--- src/rtl/cep_tx_arb_pkg.sv ---
// Shared widths, field layout and types for the CEP transmit path.
// Packet = eight 64-bit subwords: 0 header, responses carry data in 1..7,
// requests carry addr/chipid in 1, zero in 2 and data in 3..7.
package cep_tx_arb_pkg;

  localparam int unsigned CEP_WORD_WIDTH         = 64;
  localparam int unsigned CEP_DATA_WIDTH         = 8 * CEP_WORD_WIDTH;

  localparam int unsigned CEP_LAST_SUBLINE_WIDTH = 1;
  localparam int unsigned CEP_SUBLINE_ID_WIDTH   = 2;
  localparam int unsigned CEP_MESI_WIDTH         = 2;
  localparam int unsigned CEP_MSHRID_WIDTH       = 8;
  localparam int unsigned CEP_MSG_TYPE_WIDTH     = 8;
  localparam int unsigned CEP_LENGTH_WIDTH       = 8;
  localparam int unsigned CEP_DATA_SIZE_WIDTH    = 3;
  localparam int unsigned CEP_CACHE_TYPE_WIDTH   = 1;
  localparam int unsigned CEP_ADDR_WIDTH         = 40;
  localparam int unsigned CEP_SRC_CHIPID_WIDTH   = 14;

  localparam int unsigned CEP_REQ_DATA_WORDS     = 5;
  localparam int unsigned CEP_RESP_DATA_WORDS    = 7;
  localparam int unsigned CEP_REQ_DATA_WIDTH     = CEP_REQ_DATA_WORDS * CEP_WORD_WIDTH;
  localparam int unsigned CEP_RESP_DATA_WIDTH    = CEP_RESP_DATA_WORDS * CEP_WORD_WIDTH;
  localparam int unsigned CEP_STARVE_CNT_WIDTH   = 4;

  // Header subword bit positions
  localparam int unsigned CEP_MSG_TYPE_LO        = 0;
  localparam int unsigned CEP_LENGTH_LO          = 8;
  localparam int unsigned CEP_MSHRID_LO          = 16;
  localparam int unsigned CEP_MESI_LO            = 24;
  localparam int unsigned CEP_SUBLINE_ID_LO      = 26;
  localparam int unsigned CEP_LAST_SUBLINE_LO    = 28;
  localparam int unsigned CEP_IS_REQ_BIT         = 29;
  localparam int unsigned CEP_DATA_SIZE_LO       = 30;
  localparam int unsigned CEP_CACHE_TYPE_LO      = 33;
  localparam int unsigned CEP_ADDR_LO            = 64;
  localparam int unsigned CEP_SRC_CHIPID_LO      = 104;

  localparam int unsigned CEP_RESP_DATA_SUBWORD  = 1;
  localparam int unsigned CEP_REQ_DATA_SUBWORD   = 3;

  typedef logic [CEP_STARVE_CNT_WIDTH-1:0] starve_cnt_t;

  typedef struct packed {
    logic [CEP_LAST_SUBLINE_WIDTH-1:0] last_subline;
    logic [CEP_SUBLINE_ID_WIDTH-1:0]   subline_id;
    logic [CEP_MESI_WIDTH-1:0]         mesi;
    logic [CEP_MSHRID_WIDTH-1:0]       mshrid;
    logic [CEP_MSG_TYPE_WIDTH-1:0]     msg_type;
    logic [CEP_LENGTH_WIDTH-1:0]       length;
  } cep_hdr_t;

  typedef struct packed {
    logic [CEP_DATA_SIZE_WIDTH-1:0]  data_size;
    logic [CEP_CACHE_TYPE_WIDTH-1:0] cache_type;
    logic [CEP_ADDR_WIDTH-1:0]       addr;
    logic [CEP_SRC_CHIPID_WIDTH-1:0] src_chipid;
  } cep_req_ext_t;

  // Requests carry fewer payload words; the missing upper words go out as zero.
  function automatic logic [CEP_RESP_DATA_WIDTH-1:0] cep_pad_req_data(
    input logic [CEP_REQ_DATA_WIDTH-1:0] data
  );
    logic [CEP_RESP_DATA_WIDTH-1:0] padded;
    padded = '0;
    padded[CEP_REQ_DATA_WIDTH-1:0] = data;
    return padded;
  endfunction

endpackage

--- src/rtl/cep_tx_arb_encoder.sv ---
// Packs header, request extension and payload words into one CEP packet.
// Purely combinational; the caller zeroes the request extension for responses.
module cep_tx_arb_encoder
  import cep_tx_arb_pkg::*;
(
  input  logic                           is_request_i,
  input  cep_hdr_t                       hdr_i,
  input  cep_req_ext_t                   ext_i,
  input  logic [CEP_RESP_DATA_WIDTH-1:0] data_i,
  output logic [CEP_DATA_WIDTH-1:0]      pkt_o
);

  always_comb begin
    pkt_o = '0;
    pkt_o[CEP_MSG_TYPE_LO     +: CEP_MSG_TYPE_WIDTH]     = hdr_i.msg_type;
    pkt_o[CEP_LENGTH_LO       +: CEP_LENGTH_WIDTH]       = hdr_i.length;
    pkt_o[CEP_MSHRID_LO       +: CEP_MSHRID_WIDTH]       = hdr_i.mshrid;
    pkt_o[CEP_MESI_LO         +: CEP_MESI_WIDTH]         = hdr_i.mesi;
    pkt_o[CEP_SUBLINE_ID_LO   +: CEP_SUBLINE_ID_WIDTH]   = hdr_i.subline_id;
    pkt_o[CEP_LAST_SUBLINE_LO +: CEP_LAST_SUBLINE_WIDTH] = hdr_i.last_subline;
    pkt_o[CEP_IS_REQ_BIT]                                = is_request_i;
    pkt_o[CEP_DATA_SIZE_LO    +: CEP_DATA_SIZE_WIDTH]    = ext_i.data_size;
    pkt_o[CEP_CACHE_TYPE_LO   +: CEP_CACHE_TYPE_WIDTH]   = ext_i.cache_type;
    pkt_o[CEP_ADDR_LO         +: CEP_ADDR_WIDTH]         = ext_i.addr;
    pkt_o[CEP_SRC_CHIPID_LO   +: CEP_SRC_CHIPID_WIDTH]   = ext_i.src_chipid;
    if (is_request_i) begin
      pkt_o[CEP_REQ_DATA_SUBWORD * CEP_WORD_WIDTH +: CEP_REQ_DATA_WIDTH] =
        data_i[CEP_REQ_DATA_WIDTH-1:0];
    end else begin
      pkt_o[CEP_RESP_DATA_SUBWORD * CEP_WORD_WIDTH +: CEP_RESP_DATA_WIDTH] = data_i;
    end
  end

endmodule

--- src/rtl/cep_tx_arb.sv ---
// CEP transmit scheduler: response-priority arbiter with a starvation bound for
// requests, one shared encoder and a single registered output stage.
module cep_tx_arb
  import cep_tx_arb_pkg::*;
#(
  parameter int unsigned MAX_RESP_BURST = 4
) (
  input  logic                              clk,
  input  logic                              rst,

  input  logic                              req_valid,
  output logic                              req_ready,
  input  logic [CEP_LAST_SUBLINE_WIDTH-1:0] req_last_subline,
  input  logic [CEP_SUBLINE_ID_WIDTH-1:0]   req_subline_id,
  input  logic [CEP_MESI_WIDTH-1:0]         req_mesi,
  input  logic [CEP_MSHRID_WIDTH-1:0]       req_mshrid,
  input  logic [CEP_MSG_TYPE_WIDTH-1:0]     req_msg_type,
  input  logic [CEP_LENGTH_WIDTH-1:0]       req_length,
  input  logic [CEP_DATA_SIZE_WIDTH-1:0]    req_data_size,
  input  logic [CEP_CACHE_TYPE_WIDTH-1:0]   req_cache_type,
  input  logic [CEP_ADDR_WIDTH-1:0]         req_addr,
  input  logic [CEP_SRC_CHIPID_WIDTH-1:0]   req_src_chipid,
  input  logic [CEP_REQ_DATA_WIDTH-1:0]     req_data,

  input  logic                              resp_valid,
  output logic                              resp_ready,
  input  logic [CEP_LAST_SUBLINE_WIDTH-1:0] resp_last_subline,
  input  logic [CEP_SUBLINE_ID_WIDTH-1:0]   resp_subline_id,
  input  logic [CEP_MESI_WIDTH-1:0]         resp_mesi,
  input  logic [CEP_MSHRID_WIDTH-1:0]       resp_mshrid,
  input  logic [CEP_MSG_TYPE_WIDTH-1:0]     resp_msg_type,
  input  logic [CEP_LENGTH_WIDTH-1:0]       resp_length,
  input  logic [CEP_RESP_DATA_WIDTH-1:0]    resp_data,

  output logic                              cep_valid,
  input  logic                              cep_ready,
  output logic [CEP_DATA_WIDTH-1:0]         cep_pkg
);

  localparam starve_cnt_t MaxBurst = starve_cnt_t'(MAX_RESP_BURST);

  logic                          cep_valid_q, cep_valid_d;
  logic [CEP_DATA_WIDTH-1:0]     cep_pkg_q, cep_pkg_d;
  starve_cnt_t                   starve_cnt_q, starve_cnt_d;

  logic                          can_load;
  logic                          starve_hit;
  logic                          grant_req;
  logic                          grant_resp;
  logic                          accept;

  cep_hdr_t                      req_hdr;
  cep_hdr_t                      resp_hdr;
  cep_hdr_t                      enc_hdr;
  cep_req_ext_t                  enc_ext;
  logic [CEP_RESP_DATA_WIDTH-1:0] enc_data;
  logic [CEP_DATA_WIDTH-1:0]     enc_pkt;

  // Arbitration: grant depends only on valids and the starvation count.
  assign can_load   = !cep_valid_q || cep_ready;
  assign starve_hit = (starve_cnt_q == MaxBurst);
  assign grant_req  = req_valid && (!resp_valid || starve_hit);
  assign grant_resp = resp_valid && !grant_req;
  assign req_ready  = grant_req  && can_load && !rst;
  assign resp_ready = grant_resp && can_load && !rst;
  assign accept     = req_ready || resp_ready;

  assign req_hdr = '{
    last_subline: req_last_subline,
    subline_id:   req_subline_id,
    mesi:         req_mesi,
    mshrid:       req_mshrid,
    msg_type:     req_msg_type,
    length:       req_length
  };

  assign resp_hdr = '{
    last_subline: resp_last_subline,
    subline_id:   resp_subline_id,
    mesi:         resp_mesi,
    mshrid:       resp_mshrid,
    msg_type:     resp_msg_type,
    length:       resp_length
  };

  always_comb begin
    enc_hdr  = resp_hdr;
    enc_ext  = '0;
    enc_data = resp_data;
    if (grant_req) begin
      enc_hdr  = req_hdr;
      enc_ext  = '{
        data_size:  req_data_size,
        cache_type: req_cache_type,
        addr:       req_addr,
        src_chipid: req_src_chipid
      };
      enc_data = cep_pad_req_data(req_data);
    end
  end

  cep_tx_arb_encoder u_encoder (
    .is_request_i (grant_req),
    .hdr_i        (enc_hdr),
    .ext_i        (enc_ext),
    .data_i       (enc_data),
    .pkt_o        (enc_pkt)
  );

  always_comb begin
    cep_valid_d = cep_valid_q;
    cep_pkg_d   = cep_pkg_q;
    if (accept) begin
      cep_valid_d = 1'b1;
      cep_pkg_d   = enc_pkt;
    end else if (cep_ready) begin
      // Drained with nothing behind it; payload is left as-is.
      cep_valid_d = 1'b0;
    end
  end

  always_comb begin
    starve_cnt_d = starve_cnt_q;
    if (resp_ready) begin
      if (!req_valid) begin
        starve_cnt_d = '0;
      end else if (starve_cnt_q < MaxBurst) begin
        starve_cnt_d = starve_cnt_q + 1'b1;
      end else begin
        starve_cnt_d = MaxBurst;
      end
    end else if (req_ready) begin
      starve_cnt_d = '0;
    end
  end

  always_ff @(posedge clk) begin
    if (rst) begin
      cep_valid_q  <= 1'b0;
      cep_pkg_q    <= '0;
      starve_cnt_q <= '0;
    end else begin
      cep_valid_q  <= cep_valid_d;
      cep_pkg_q    <= cep_pkg_d;
      starve_cnt_q <= starve_cnt_d;
    end
  end

  assign cep_valid = cep_valid_q;
  assign cep_pkg   = cep_pkg_q;

endmodule

--- config.mk ---
export PLATFORM = sky130hd
export DESIGN_NAME = cep_tx_arb
export DESIGN_NICKNAME = d
export VERILOG_FILES = /design/src/rtl/cep_tx_arb_pkg.sv /design/src/rtl/cep_tx_arb_encoder.sv /design/src/rtl/cep_tx_arb.sv
export SDC_FILE = /design/constraint.sdc
export NUM_CORES = 1
export LEC_CHECK = 0
export CORE_AREA = 8 8 538 540
export CTS_CLUSTER_DIAMETER = 50
export DETAILED_ROUTE_END_ITERATION = 6
export DIE_AREA = 0 0 546 548
export HOLD_SLACK_MARGIN = 0.12
export SLEW_MARGIN = 30
export SYNTH_ARGS = -nofsm -noshare
export SYNTH_HDL_FRONTEND = slang
export SYNTH_SLANG_ARGS = --single-unit
--- constraint.sdc ---
create_clock -name clk -period 4.79 [get_ports clk]
set_clock_uncertainty 0.2 [all_clocks]
set_input_delay 0.7185 -clock clk [delete_from_list [all_inputs] [get_ports clk]]
set_output_delay 0.7185 -clock clk [all_outputs]
set_load 0.01 [all_outputs]
==> summary.md <==
| Metric | Value |
|---|---|
| Largest vdd supply drop | `0.000280 V` |
| Detailed Place HPWL | `212000 um` |
| CTS Buffer Depth | `4` |
| Total vias in the final route | `25300` |
| Cell row count | `195` |
| Sum of overflow across all layers after global routing | `0` |
| Top post-synthesis cells by area | `dfxtp_1 52%, o22ai_1 14%, a21oi_1 9.0%, o21ai_0 9.0%, a22o_1 3.7%` |
| Clock tree sinks | `487` |
| CTS H-tree lvls | `3` |
| Count of boundary I/O pins | `1404` |
| Final instance count without filler cells | `7234` |
| Slowest cell on crit path | `clkdlybuf4s50_1` |
| Power density normalized to cell area | `363 mW/mm^2` |
| Cell seen most often among critical-path stages | `clkdlybuf4s50_1` |
| Clock root buffer | `clkbuf_16` |
| Post-synthesis instance total | `2072` |
| Combinational Power Share | `21.7%` |
| Clock buffer count from CTS | `93` |
| Critical path endpoint category | `output pin` |
| Clock latency on the worst-skew pair | `0.77 ns` |
| Post-synth EDFFs | `0` |
| Psw | `4.39 mW` |
| Antenna Violating Nets Remaining | `0` |
| Count leader, synth | `dfxtp_1` |
| Async set-reset flop share out of synthesis | `0%` |
| Number of instances on the worst hold path | `1` |
| First-pass iteration count of the detailed router | `7` |
| Type of the worst setup path | `input port to output pin` |
| WL per Instance | `33.5 um` |
| Initial DRC count | `2407` |
| Launch instance of the worst min-delay path | `cep_pkg[189]$_SDFFE_PP0P_` |
| Total length of routed wires | `242000 um` |
| Die Y | `548 um` |
| Starting utilization of the core area | `6.62%` |
| Internal power of the cells | `10.0 mW` |
| Post-synth design cell area | `0.0186 sq mm` |
| Initial antenna violation count | `317` |
| Leakage dissipation | `13.3 nW` |
| Number of nets at the end of the flow | `4237` |
| FMAX | `0.238 GHz` |
| Library cell with the largest summed area after synthesis | `dfxtp_1` |
| Outcome | `finished, violations left` |
| Vias in the first global route | `23900` |
| Max_slew headroom | `41.3%` |
| Largest fanout on the critical path | `11` |
| Syn. warnings | `0` |
| Die Outline Area | `0.299 sq mm` |
| Number of cells in the design after placement | `6993` |
| Setup Viol. Count Final | `0` |
| Worst-path cell chain | `clkdlybuf4s50_1 -> and4b_1 -> nor3_4 -> buf_12 -> clkdlybuf4s50_1` |
| Number of maximum-capacitance violations | `0` |
| Power share of the sequential group | `32.2%` |
| Buffers inserted during post-CTS setup optimization | `0` |
| Arrival time at the worst endpoint | `3.28 ns` |
| Share of total power in the clock network | `46.1%` |
| Library cells used by synthesis | `31` |
| Slack of the worst reg-to-reg path | `1.99 ns` |
| Area overhead of the layout relative to synthesis | `114%` |
| Reg2reg end | `cep_pkg[204]$_SDFFE_PP0P_` |
| Synthesized area per cell | `8.97 sq um` |
| Kind of cell adding the most delay to the critical path | `buffers and inverters` |
| Non-Filler Cell Area, Final | `0.0397 sq mm` |
| Clock transition at the registers of the reported paths | `0.05 ns` |
| Startpoint type of the worst setup path | `input port` |
| Final slew viol count | `0` |
| First-pass GRT wire length | `294000 um` |
| Hold_ws | `0.271 ns` |
| Clock period minus worst slack | `4.20 ns` |
| Violations in the final reports | `design-rule violations` |
| Final Worst Setup Slack | `0.591 ns` |
| Maximum number of pins on one net before global-route repair | `120` |
| Core ar. | `0.281 sq mm` |
| Layout cells sized above 1 | `6.09%` |
| Sequential fraction of the synthesis area | `52.5%` |
| Area of placed instances | `0.0364 sq mm` |
| Endpoint of the worst hold-timing path | `cep_pkg[189]$_SDFFE_PP0P_` |
| Setup repair after global routing missed its margin | `false` |
| Worst EP required | `3.87 ns` |
| Sw Share | `30.5%` |
| Worst flop-to-flop path startpoint | `starve_cnt_q[1]$_SDFFE_PP0P_` |
| Critical path's largest stage delay | `0.72 ns` |
| Least-Margin Pin Slew | `0.881 ns` |
| Number of failing hold endpoints at the final stage | `0` |
| Pre-CTS setup slack | `0.528 ns` |
| Number of remaining DRC errors | `18` |
| Top cells by count, synth | `487 x dfxtp_1, 403 x o22ai_1, 335 x a21oi_1, 334 x o21ai_0, 133 x clkbuf_1` |
| Width of the chip | `546 um` |
| Clock tree from TritonCTS | `yes` |
| Aggregate negative setup slack | `0 ns` |
| R2r worst-path depth | `8` |
| Worst min path class | `flop to flop` |
| CP Buf/Inv Count | `3` |
| Routed via count divided by cell count | `3.49` |
| Number of I/O port buffers | `1373` |
| Period utilization | `87.7%` |
| Overall Global Routing Usage | `15.3%` |
| Top FF cell, synth | `dfxtp_1` |
| FF+latch count, synth | `487` |
| Post-Route Utilization | `14.1%` |
| Fraction of post-synthesis cell area in the top cell type by area | `52.5%` |
| Weighted congestion at the end of routability-driven global placement | `0.986` |
| Final Total Pwr | `14.4 mW` |
[worst max path at each step]
stage,to,slack [ns],from,depth (start not counted)
2_1_floorplan,resp_ready,2.38,req_valid,3
3_3_place_gp,resp_ready,0.56,req_valid,5
3_5_place_dp,resp_ready,0.53,req_valid,5
4_1_cts,resp_ready,0.53,req_valid,5
5_1_grt,resp_ready,0.56,req_valid,5
6_report,resp_ready,0.59,req_valid,5
[cells by family after synthesis]
family	Yosys count	share of synthesized area [%]
other cells	1	0.0202
compound gates	1223	38.3
fa+ha+maj	2	0.135
flops	487	52.5
simple gates	86	1.97
mux	1	0.0606
buf+inv	272	7.08
[registers in the layout, indices dropped and copies added (netlist names)]
register / cells
cep_valid: 1
starve_cnt_q: 4
cep_pkg: 482
[area by class of cell]
class	instances	area, sq um
tap	3743	4680
clock inverter	52	559
sequential	487	9750
fill	31700	241000
antenna	77	193
clock buffer	111	2480
multi-input combinational	1342	7660
timing repair buffer	1418	14300
inverter	4	22.5
[placed cells by master (no fill, tap or decap), drive strengths merged, types with 6 or more instances in the layout]
master / n
nor2: 74
a211oi: 69
a21oi: 335
dfxtp: 487
buf: 45
o22ai: 403
clkdlybuf4s50: 1372
clkinvlp: 7
clkbuf: 111
bufinv: 6
o21ai: 335
a22o: 78
clkinv: 19
inv: 24
diode: 77
conb: 30
[routing by layer]
layer,vias to the layer above,wire length (um),GRT usage (%)
met5,-,1680,0
met4,264,13200,6.87
met3,766,47500,13.7
met2,2059,94900,21.4
met1,11700,84800,15.8
li1,10500,-,-
[power groups by stage]
stage | Clock, mW | Combinational [mW] | Sequential (mW)
floorplan | 0 | 0.747 | 4.83
global placement | 0 | 3.09 | 4.70
detailed placement | 0 | 3.11 | 4.71
CTS | 6.83 | 3.14 | 4.64
global route | 6.96 | 3.28 | 4.68
finish | 6.64 | 3.12 | 4.64
[what timing repair did]
item / CTS / global route
hold endpoints to repair: 2 / 0
hold buffers: 1 / 0
resized for setup: 0 / 0
Note: power is estimated with default switching activity, not from simulation.
